==> config.mk <==
export PLATFORM = sky130hd
export DESIGN_NAME = mips_multicycle_ctrl
export DESIGN_NICKNAME = d
export VERILOG_FILES = /design/src/rtl/mips_ctrl_pkg.sv /design/src/rtl/mips_multicycle_ctrl.sv
export SDC_FILE = /design/constraint.sdc
export NUM_CORES = 1
export LEC_CHECK = 0
export CORE_AREA = 3 3 40 42
export DETAILED_ROUTE_END_ITERATION = 8
export DIE_AREA = 0 0 43 45
export PLACE_DENSITY_LB_ADDON = 0.25
export SYNTH_ARGS = -nofsm -noshare
export SYNTH_HDL_FRONTEND = slang
export SYNTH_SLANG_ARGS = --single-unit
==> constraint.sdc <==
create_clock -name iclk -period 3.1 [get_ports iclk]
set_input_delay 0.62 -clock iclk [delete_from_list [all_inputs] [get_ports iclk]]
set_output_delay 0.62 -clock iclk [all_outputs]
set_load 0.02 [all_outputs]
==> src/rtl/mips_ctrl_pkg.sv <==
// rtl/mips_ctrl_pkg.sv - shared opcode, state and control-field encodings for the multi-cycle MIPS control path
package mips_ctrl_pkg;

    localparam logic [5:0] OP_RTYPE = 6'b000000;
    localparam logic [5:0] OP_LW    = 6'b100011;
    localparam logic [5:0] OP_SW    = 6'b101011;
    localparam logic [5:0] OP_BEQ   = 6'b000100;
    localparam logic [5:0] OP_J     = 6'b000010;
    localparam logic [5:0] OP_ADDI  = 6'b001000;

    typedef enum logic [3:0] {
        S_RESET  = 4'd0,
        S_FETCH  = 4'd1,
        S_DECODE = 4'd2,
        S_MEMADR = 4'd3,
        S_MEMRD  = 4'd4,
        S_MEMWB  = 4'd5,
        S_MEMWR  = 4'd6,
        S_EXEC   = 4'd7,
        S_RWB    = 4'd8,
        S_BRANCH = 4'd9,
        S_JUMP   = 4'd10,
        S_ADDIEX = 4'd11,
        S_ADDIWB = 4'd12
    } ctrlState;

    localparam logic [1:0] ALUOP_ADD   = 2'b00;
    localparam logic [1:0] ALUOP_SUB   = 2'b01;
    localparam logic [1:0] ALUOP_FUNCT = 2'b10;

    localparam logic [1:0] SRCB_REGB  = 2'b00;
    localparam logic [1:0] SRCB_FOUR  = 2'b01;
    localparam logic [1:0] SRCB_IMM   = 2'b10;
    localparam logic [1:0] SRCB_IMMSH = 2'b11;

    localparam logic [1:0] PCSRC_ALU    = 2'b00;
    localparam logic [1:0] PCSRC_ALUOUT = 2'b01;
    localparam logic [1:0] PCSRC_JUMP   = 2'b10;

    function automatic logic isSupported(input logic [5:0] op);
        return (op == OP_RTYPE) || (op == OP_LW) || (op == OP_SW) ||
               (op == OP_BEQ) || (op == OP_J) || (op == OP_ADDI);
    endfunction

endpackage

==> src/rtl/mips_multicycle_ctrl.sv <==
// rtl/mips_multicycle_ctrl.sv - main control FSM sequencing fetch/decode/execute/memory/write-back
module mips_multicycle_ctrl
    import mips_ctrl_pkg::*;
(
    input  logic       iclk,
    input  logic       irst_n,
    input  logic [5:0] iOpcode,
    input  logic       iMemReady,
    output logic       oPCWrite,
    output logic       oPCWriteCond,
    output logic       oIorD,
    output logic       oMemRead,
    output logic       oMemWrite,
    output logic       oMemtoReg,
    output logic       oIRWrite,
    output logic       oALUSrcA,
    output logic       oRegWrite,
    output logic       oRegDst,
    output logic [1:0] oPCSource,
    output logic [1:0] oALUSrcB,
    output logic [1:0] oALUOp,
    output logic       oIllegal
);

    ctrlState state;
    ctrlState nextState;

    always_ff @(posedge iclk or negedge irst_n) begin
        if (!irst_n) state <= S_RESET;
        else         state <= nextState;
    end

    always_comb begin
        nextState = state;
        unique case (state)
            S_RESET:  nextState = S_FETCH;
            S_FETCH:  if (iMemReady) nextState = S_DECODE;
            S_DECODE: begin
                unique case (iOpcode)
                    OP_RTYPE:      nextState = S_EXEC;
                    OP_LW, OP_SW:  nextState = S_MEMADR;
                    OP_BEQ:        nextState = S_BRANCH;
                    OP_J:          nextState = S_JUMP;
                    OP_ADDI:       nextState = S_ADDIEX;
                    default:       nextState = S_FETCH;
                endcase
            end
            S_MEMADR: nextState = (iOpcode == OP_LW) ? S_MEMRD : S_MEMWR;
            S_MEMRD:  if (iMemReady) nextState = S_MEMWB;
            S_MEMWR:  if (iMemReady) nextState = S_FETCH;
            S_EXEC:   nextState = S_RWB;
            S_ADDIEX: nextState = S_ADDIWB;
            S_MEMWB, S_RWB, S_BRANCH, S_JUMP, S_ADDIWB: nextState = S_FETCH;
            default:  nextState = S_RESET;
        endcase
    end

    // Moore decode of the state, except the FETCH ready qualifiers and the DECODE illegal flag.
    always_comb begin
        oPCWrite     = 1'b0;
        oPCWriteCond = 1'b0;
        oIorD        = 1'b0;
        oMemRead     = 1'b0;
        oMemWrite    = 1'b0;
        oMemtoReg    = 1'b0;
        oIRWrite     = 1'b0;
        oALUSrcA     = 1'b0;
        oRegWrite    = 1'b0;
        oRegDst      = 1'b0;
        oPCSource    = PCSRC_ALU;
        oALUSrcB     = SRCB_REGB;
        oALUOp       = ALUOP_ADD;
        oIllegal     = 1'b0;
        unique case (state)
            S_FETCH: begin
                oMemRead = 1'b1;
                oALUSrcB = SRCB_FOUR;
                oIRWrite = iMemReady;
                oPCWrite = iMemReady;
            end
            S_DECODE: begin
                oALUSrcB = SRCB_IMMSH;
                oIllegal = !isSupported(iOpcode);
            end
            S_MEMADR, S_ADDIEX: begin
                oALUSrcA = 1'b1;
                oALUSrcB = SRCB_IMM;
            end
            S_MEMRD: begin
                oMemRead = 1'b1;
                oIorD    = 1'b1;
            end
            S_MEMWB: begin
                oRegWrite = 1'b1;
                oMemtoReg = 1'b1;
            end
            S_MEMWR: begin
                oMemWrite = 1'b1;
                oIorD     = 1'b1;
            end
            S_EXEC: begin
                oALUSrcA = 1'b1;
                oALUOp   = ALUOP_FUNCT;
            end
            S_RWB: begin
                oRegWrite = 1'b1;
                oRegDst   = 1'b1;
            end
            S_BRANCH: begin
                oALUSrcA     = 1'b1;
                oALUOp       = ALUOP_SUB;
                oPCWriteCond = 1'b1;
                oPCSource    = PCSRC_ALUOUT;
            end
            S_JUMP: begin
                oPCWrite  = 1'b1;
                oPCSource = PCSRC_JUMP;
            end
            S_ADDIWB: oRegWrite = 1'b1;
            default: ;
        endcase
    end

endmodule

==> flow_metrics.env, run 1 <==
export IMPL_setup_ws_ns=0.1894
export IMPL_async_flop_share_pct=100.0
export IMPL_largest_register="state"
export IMPL_antenna_diode_count=0
export IMPL_cts_setup_buffers=0
export IMPL_worstSetupStartpointType="primary input"
export IMPL_std_cell_rows=13
export IMPL_max_clock_freq_mhz=343.6
export IMPL_crit_chain="clkdlybuf4s50_1 > or3_1 > or3_1 > and4_1 > dlygate4sd2_1"
export IMPL_place_ws_ns=-0.01184
export IMPL_synth_ff_type="dfrtp_1"
export IMPL_clock_sinks=4
export IMPL_gp_congestion=0.7966
export IMPL_cp_max_fo=2
export IMPL_track_usage_pct=16.08
export IMPL_min_period_ns=2.911
export IMPL_syn_num_nets=81
export IMPL_met3_usage_pct=2.390
export IMPL_fin_nets=112
export IMPL_power_leakage_nw=0.3021
export IMPL_gr_usage_met2_pct=25.75
export IMPL_fin_area_um2=825.8
export IMPL_antenna_left=0
export IMPL_drive_gt1_share_pct=9.901
export IMPL_finalCritPeriodShare_pct=93.89
export IMPL_ff2ff_setup_slack_ns=1.69
export IMPL_reg2reg_to="state[3]"
export IMPL_die_h_um=45
export IMPL_die_w_um=43
export IMPL_synth_top_area_share_pct=19.51
export IMPL_setup_violations=0
export IMPL_overflow=0
export IMPL_drt_pass1_iter_count=4
export IMPL_viasPerCell=5.724
export IMPL_r2r_start="state[0]"
export IMPL_cp_end_kind="output pin"
export IMPL_crit_top_cell="or3_1"
export IMPL_clkSlewWorstSetupHoldPaths_ns=0.04
export IMPL_synth_warning_count=0
export IMPL_hp_class="primary input to async pin"
export IMPL_synth_edff_count=0
export IMPL_place_area_um2=804.5
export IMPL_vias=664
export IMPL_cp_required_ns=2.48
export IMPL_cts_root_buf="clkbuf_4"
export IMPL_cp_slowest_cell="clkdlybuf4s50_1"
export IMPL_place_inst=113
export IMPL_routedWlPerCell_um=12.81
export IMPL_grtUsageMet1_pct=22.95
export IMPL_power_density_nw_per_um2=742.7
export IMPL_final_core_util_pct=64.26
export IMPL_yosysUniqueCellTypes=30
export IMPL_drc=0
export IMPL_power_mw=0.6133
export IMPL_grt_pass1_wl_um=2456
export IMPL_start_util_pct=39.92
export IMPL_reg2reg_depth=3
export IMPL_busiest_layer="met2"
export IMPL_grt_pass1_vias=587
export IMPL_worstSetupPathType="primary input to output pin"
export IMPL_outcome="completed"
export IMPL_worstPathArrival_ns=2.29
export IMPL_relSlewSlack_pct=65.71
export IMPL_cts_buffers=3
export IMPL_netlist_top_cells_count="nor2_1 (11), nand2b_1 (6)"
export IMPL_avgSynthCellArea_um2=7.125
export IMPL_critPathMaxStageDelay_ns=0.42
export IMPL_drv_slew=0
export IMPL_dieArea_um2=1935
export IMPL_cp_top_family="simple AND/OR/NAND/NOR gates"
export IMPL_grt_max_degree=19
export IMPL_maxCapViolCount=0
export IMPL_synth_most_common_cell="nor2_1"
export IMPL_timing_final_hold_violations=0
export IMPL_syn_area_um2=513.0
export IMPL_finalClockSkew_ns=0.003186
export IMPL_wl_um=1486
export IMPL_rsz0062_at_grt="no"
export IMPL_h_tree_depth=1
export IMPL_first_iter_violations=22
export IMPL_largestRegisters="state: 4 flops"
export IMPL_io_pins=26
export IMPL_port_buffers=25
export IMPL_worst_path_buf_inv=2
export IMPL_coreArea_um2=1285
export IMPL_syn_inst=72
export IMPL_stdcell_count=116
export IMPL_synth_seq_cells=4
export IMPL_irDropWorstVdd_uv=325.8
export IMPL_insertion_delay_ns=0.23
export IMPL_ys_seq_area_share_pct=19.51
export IMPL_synth_top_cell_by_area="dfrtp_1"
export IMPL_cts_tree="done"
export IMPL_syn_to_final_growth_pct=60.98
export IMPL_largest_register_ffs=4
export IMPL_hpwlAfterDp_um=1166
export IMPL_antenna_found_initial=0
export IMPL_clockBufferDepth=2
export IMPL_synth_area_leaders="dfrtp_1 (20%), nor2_1 (8.0%), nand2b_1 (7.3%)"
export IMPL_worst_pin_slew_ns=0.5144
==> placed cells by master, fill, tap and decap left out, drive strengths merged, types with 2 or more instances in the layout <==
master / instances
a21oi: 4
o211ai: 2
o21ai: 3
buf: 6
nor2b: 3
nor3: 2
o221ai: 2
clkdlybuf4s50: 24
nor4b: 3
xnor2: 2
nor2: 11
nand2b: 6
nand2: 4
nand3b: 2
o31ai: 2
or3: 3
clkbuf: 3
and4: 2
dfrtp: 4
==> cell type report <==
class,instances,area (um2)
sequential,4,100.1
tap,15,18.77
fill,120,459.2
inverter,1,3.754
clock buffer,3,22.52
multi-input combinational,62,386.6
timing repair buffer,31,294.0
==> worst register-to-register path, stage by stage, from the launching register on <==
cell     delay [ns]
dfrtp_1        0.56
or4_1          0.46
o21ai_0        0.13
and4_1         0.19
==> power by group <==
part / switching [mW] / total, mW / leakage [nW] / internal, mW
combinational: 0.201 / 0.402 / 0.238 / 0.201
sequential: 0.0747 / 0.145 / 0.0507 / 0.0704
clock: 0.0232 / 0.0666 / 0.0138 / 0.0434
==> cell families (layout without fill, tap and decap cells) <==
| kind of cell | after synthesis | count (layout) | share of synthesized area [%] |
|---|---|---|---|
| compound gates | 18 | 18 | 24.39 |
| xor+xnor | 2 | 2 | 3.415 |
| buf+inv | 6 | 35 | 5.121 |
| flops | 4 | 4 | 19.51 |
| simple gates | 42 | 42 | 47.56 |
==> layer usage <==
metal,part of all wire [%],vias up
met5,0,-
li1,-,333
met4,0,0
met2,50,11
met3,3.0,0
met1,47,320
==> what timing repair did <==
action / 4_1_cts / 5_1_grt
hold buffers: 0 / 0
resized for setup: 1 / 0
endpoints found under the setup margin: 1 / 0
==> stage by stage <==
| step | setup TNS (ns) | hold WS, ns |
|---|---|---|
| floorplan | 0 | 0.3244 |
| global placement | -0.01139 | 0.7606 |
| detailed placement | -0.01184 | 0.7673 |
| CTS | 0 | 0.5873 |
| global route | 0 | 0.6056 |
| finish | 0 | 0.5878 |
==> worst max-delay path by stage <==
stage,from,to,slack [ns],cells after the start
finish,iOpcode[0],oIllegal,0.19,5
floorplan,iOpcode[0],oIllegal,0.90,3
CTS,iOpcode[0],oIllegal,0.20,5
detailed placement,iOpcode[0],oIllegal,-0.01,5
global placement,iOpcode[0],oIllegal,-0.01,5
global route,iOpcode[0],oIllegal,0.14,5
Power figures use the tool's default switching activity.
==> run 2: changes to the inputs <==
SKIP_LAST_GASP = 1   (was unset)
==> results of run 2 <==
No change in the layout: final DEF, timing and power equal those of run 1.
==> run 3: changes to the inputs <==
GPL_TIMING_DRIVEN = 0   (was unset)
==> flow_metrics.env, run 3 (same netlist as run 1, synthesis figures left out) <==
export IMPL_largest_register="state"
export IMPL_reg2reg_depth=4
export IMPL_irDropWorstVdd_uv=393.3
export IMPL_cts_buffers=3
export IMPL_h_tree_depth=1
export IMPL_p_clk_share_pct=10.5
export IMPL_cts_root_buf="clkbuf_4"
export IMPL_finalCritPeriodShare_pct=96.92
export IMPL_cp_max_fo=7
export IMPL_vias=683
export IMPL_hp_class="primary input to async pin"
export IMPL_die_h_um=45
export IMPL_seqPwrFrac_pct=17.1
export IMPL_cp_slowest_cell="clkdlybuf4s50_1"
export IMPL_cts_tree="done"
export IMPL_max_clock_freq_mhz=332.8
export IMPL_ff2ff_setup_slack_ns=1.67
export IMPL_min_period_ns=3.005
export IMPL_clock_sinks=4
export IMPL_hpwlAfterDp_um=1178
export IMPL_timing_final_hold_violations=0
export IMPL_grt_pass1_wl_um=2684
export IMPL_clkSlewWorstSetupHoldPaths_ns=0.04
export IMPL_p_comb_share_pct=72.4
export IMPL_routedWlPerCell_um=13.70
export IMPL_final_cell_mix="clkdlybuf4s50_1 (22), nor2_1 (11), nand2b_1 (6)"
export IMPL_drt_pass1_iter_count=5
export IMPL_grt_pass1_vias=664
export IMPL_drive_gt1_share_pct=5.000
export IMPL_cts_hold_buf=0
export IMPL_start_util_pct=39.92
export IMPL_gp_congestion=0.8635
export IMPL_cp_end_kind="output pin"
export IMPL_largestRegisters="state: 4 flops"
export IMPL_worstSetupPathType="primary input to output pin"
export IMPL_nFillCells=139
export IMPL_p_int_mw=0.3180
export IMPL_antenna_found_initial=0
export IMPL_drv_slew=0
export IMPL_finalClockSkew_ns=0.0002264
export IMPL_p_sw_share_pct=49.12
export IMPL_largest_register_ffs=4
export IMPL_outcome="completed"
export IMPL_die_w_um=43
export IMPL_viasPerCell=5.939
export IMPL_syn_to_final_growth_pct=57.56
export IMPL_io_pins=26
export IMPL_port_buffers=25
export IMPL_crit_top_cell="or3_1"
export IMPL_overflow=0
export IMPL_maxCapViolCount=0
export IMPL_worstSetupStartpointType="primary input"
export IMPL_clockBufferDepth=2
export IMPL_cts_resized=1
export IMPL_fin_nets=111
export IMPL_power_mw=0.6251
export IMPL_worstPathArrival_ns=2.38
export IMPL_drc=0
export IMPL_final_common_cell="clkdlybuf4s50_1"
export IMPL_coreArea_um2=1285
export IMPL_std_cell_rows=13
export IMPL_wl_um=1576
export IMPL_power_leakage_nw=0.3017
export IMPL_setup_violations=0
export IMPL_grt_max_degree=11
export IMPL_antenna_diode_count=0
export IMPL_hold_slack_ns=0.5852
export IMPL_setup_ws_ns=0.09543
export IMPL_power_switching_mw=0.3071
export IMPL_antenna_left=0
export IMPL_track_usage_pct=17.40
export IMPL_power_density_nw_per_um2=773.4
export IMPL_first_iter_violations=21
export IMPL_dieArea_um2=1935
export IMPL_crit_chain="clkdlybuf4s50_1 > or3_1 > or3_1 > and4_1 > dlygate4sd2_1"
export IMPL_worst_pin_slew_ns=0.4056
export IMPL_relSlewSlack_pct=72.96
export IMPL_r2r_start="state[0]"
export IMPL_place_ws_ns=-0.1490
export IMPL_cts_setup_buffers=0
export IMPL_critPathMaxStageDelay_ns=0.52
export IMPL_rsz0062_at_grt="no"
export IMPL_insertion_delay_ns=0.23
export IMPL_reg2reg_to="state[0]"
export IMPL_cp_required_ns=2.48
[run 3: stage by stage]
stage,util [%],TNS [ns],cells,cell area (um2)
6_report,62.90,0,115,808.3
5_1_grt,62.90,0,115,808.3
4_1_cts,62.51,0,115,803.3
3_5_place_dp,60.86,-0.1490,112,782.0
3_3_place_gp,60.86,-0.1418,112,782.0
2_1_floorplan,-,0,72,513.0
[run 3: layout make-up]
class / instances / area, um2 / share of cell area [%]
well taps: 15 / 18.77 / 2.322
multi-input cells: 62 / 386.6 / 47.83
plain buffers: 5 / 22.52 / 2.786
inverters: 1 / 3.754 / 0.4644
clock buffers: 3 / 22.52 / 2.786
repair buffers: 25 / 254.0 / 31.42
flip-flops and latches: 4 / 100.1 / 12.38
[run 3: routing by layer]
layer	wire (um)	track usage [%]
met5	0	0
met4	0	7.831
met3	75	1.594
met2	781	27.84
met1	719	23.86
[run 3: power groups by stage]
stage	clock [mW]	sequential [mW]	combinational, mW
after floorplan	0	0.0941	0.280
after global placement	0	0.106	0.455
after detailed placement	0	0.104	0.457
after CTS	0.0683	0.105	0.455
after global routing	0.0681	0.113	0.493
final	0.0657	0.107	0.453
[run 3: how the worst max path moves through the flow]
stage,start,to,slack (ns)
floorplan,iOpcode[0],oIllegal,0.90
CTS,iOpcode[3],oIllegal,0.06
global route,iMemReady,oPCWrite,0.04
global placement,iOpcode[3],oIllegal,-0.14
detailed placement,iOpcode[0],oIllegal,-0.15
finish,iOpcode[5],oIllegal,0.1
[run 3: worst max-delay path, delay by kind of cell]
family        cells  cell delay [ns]
buf+inv           2             0.83
simple gates      3             0.93
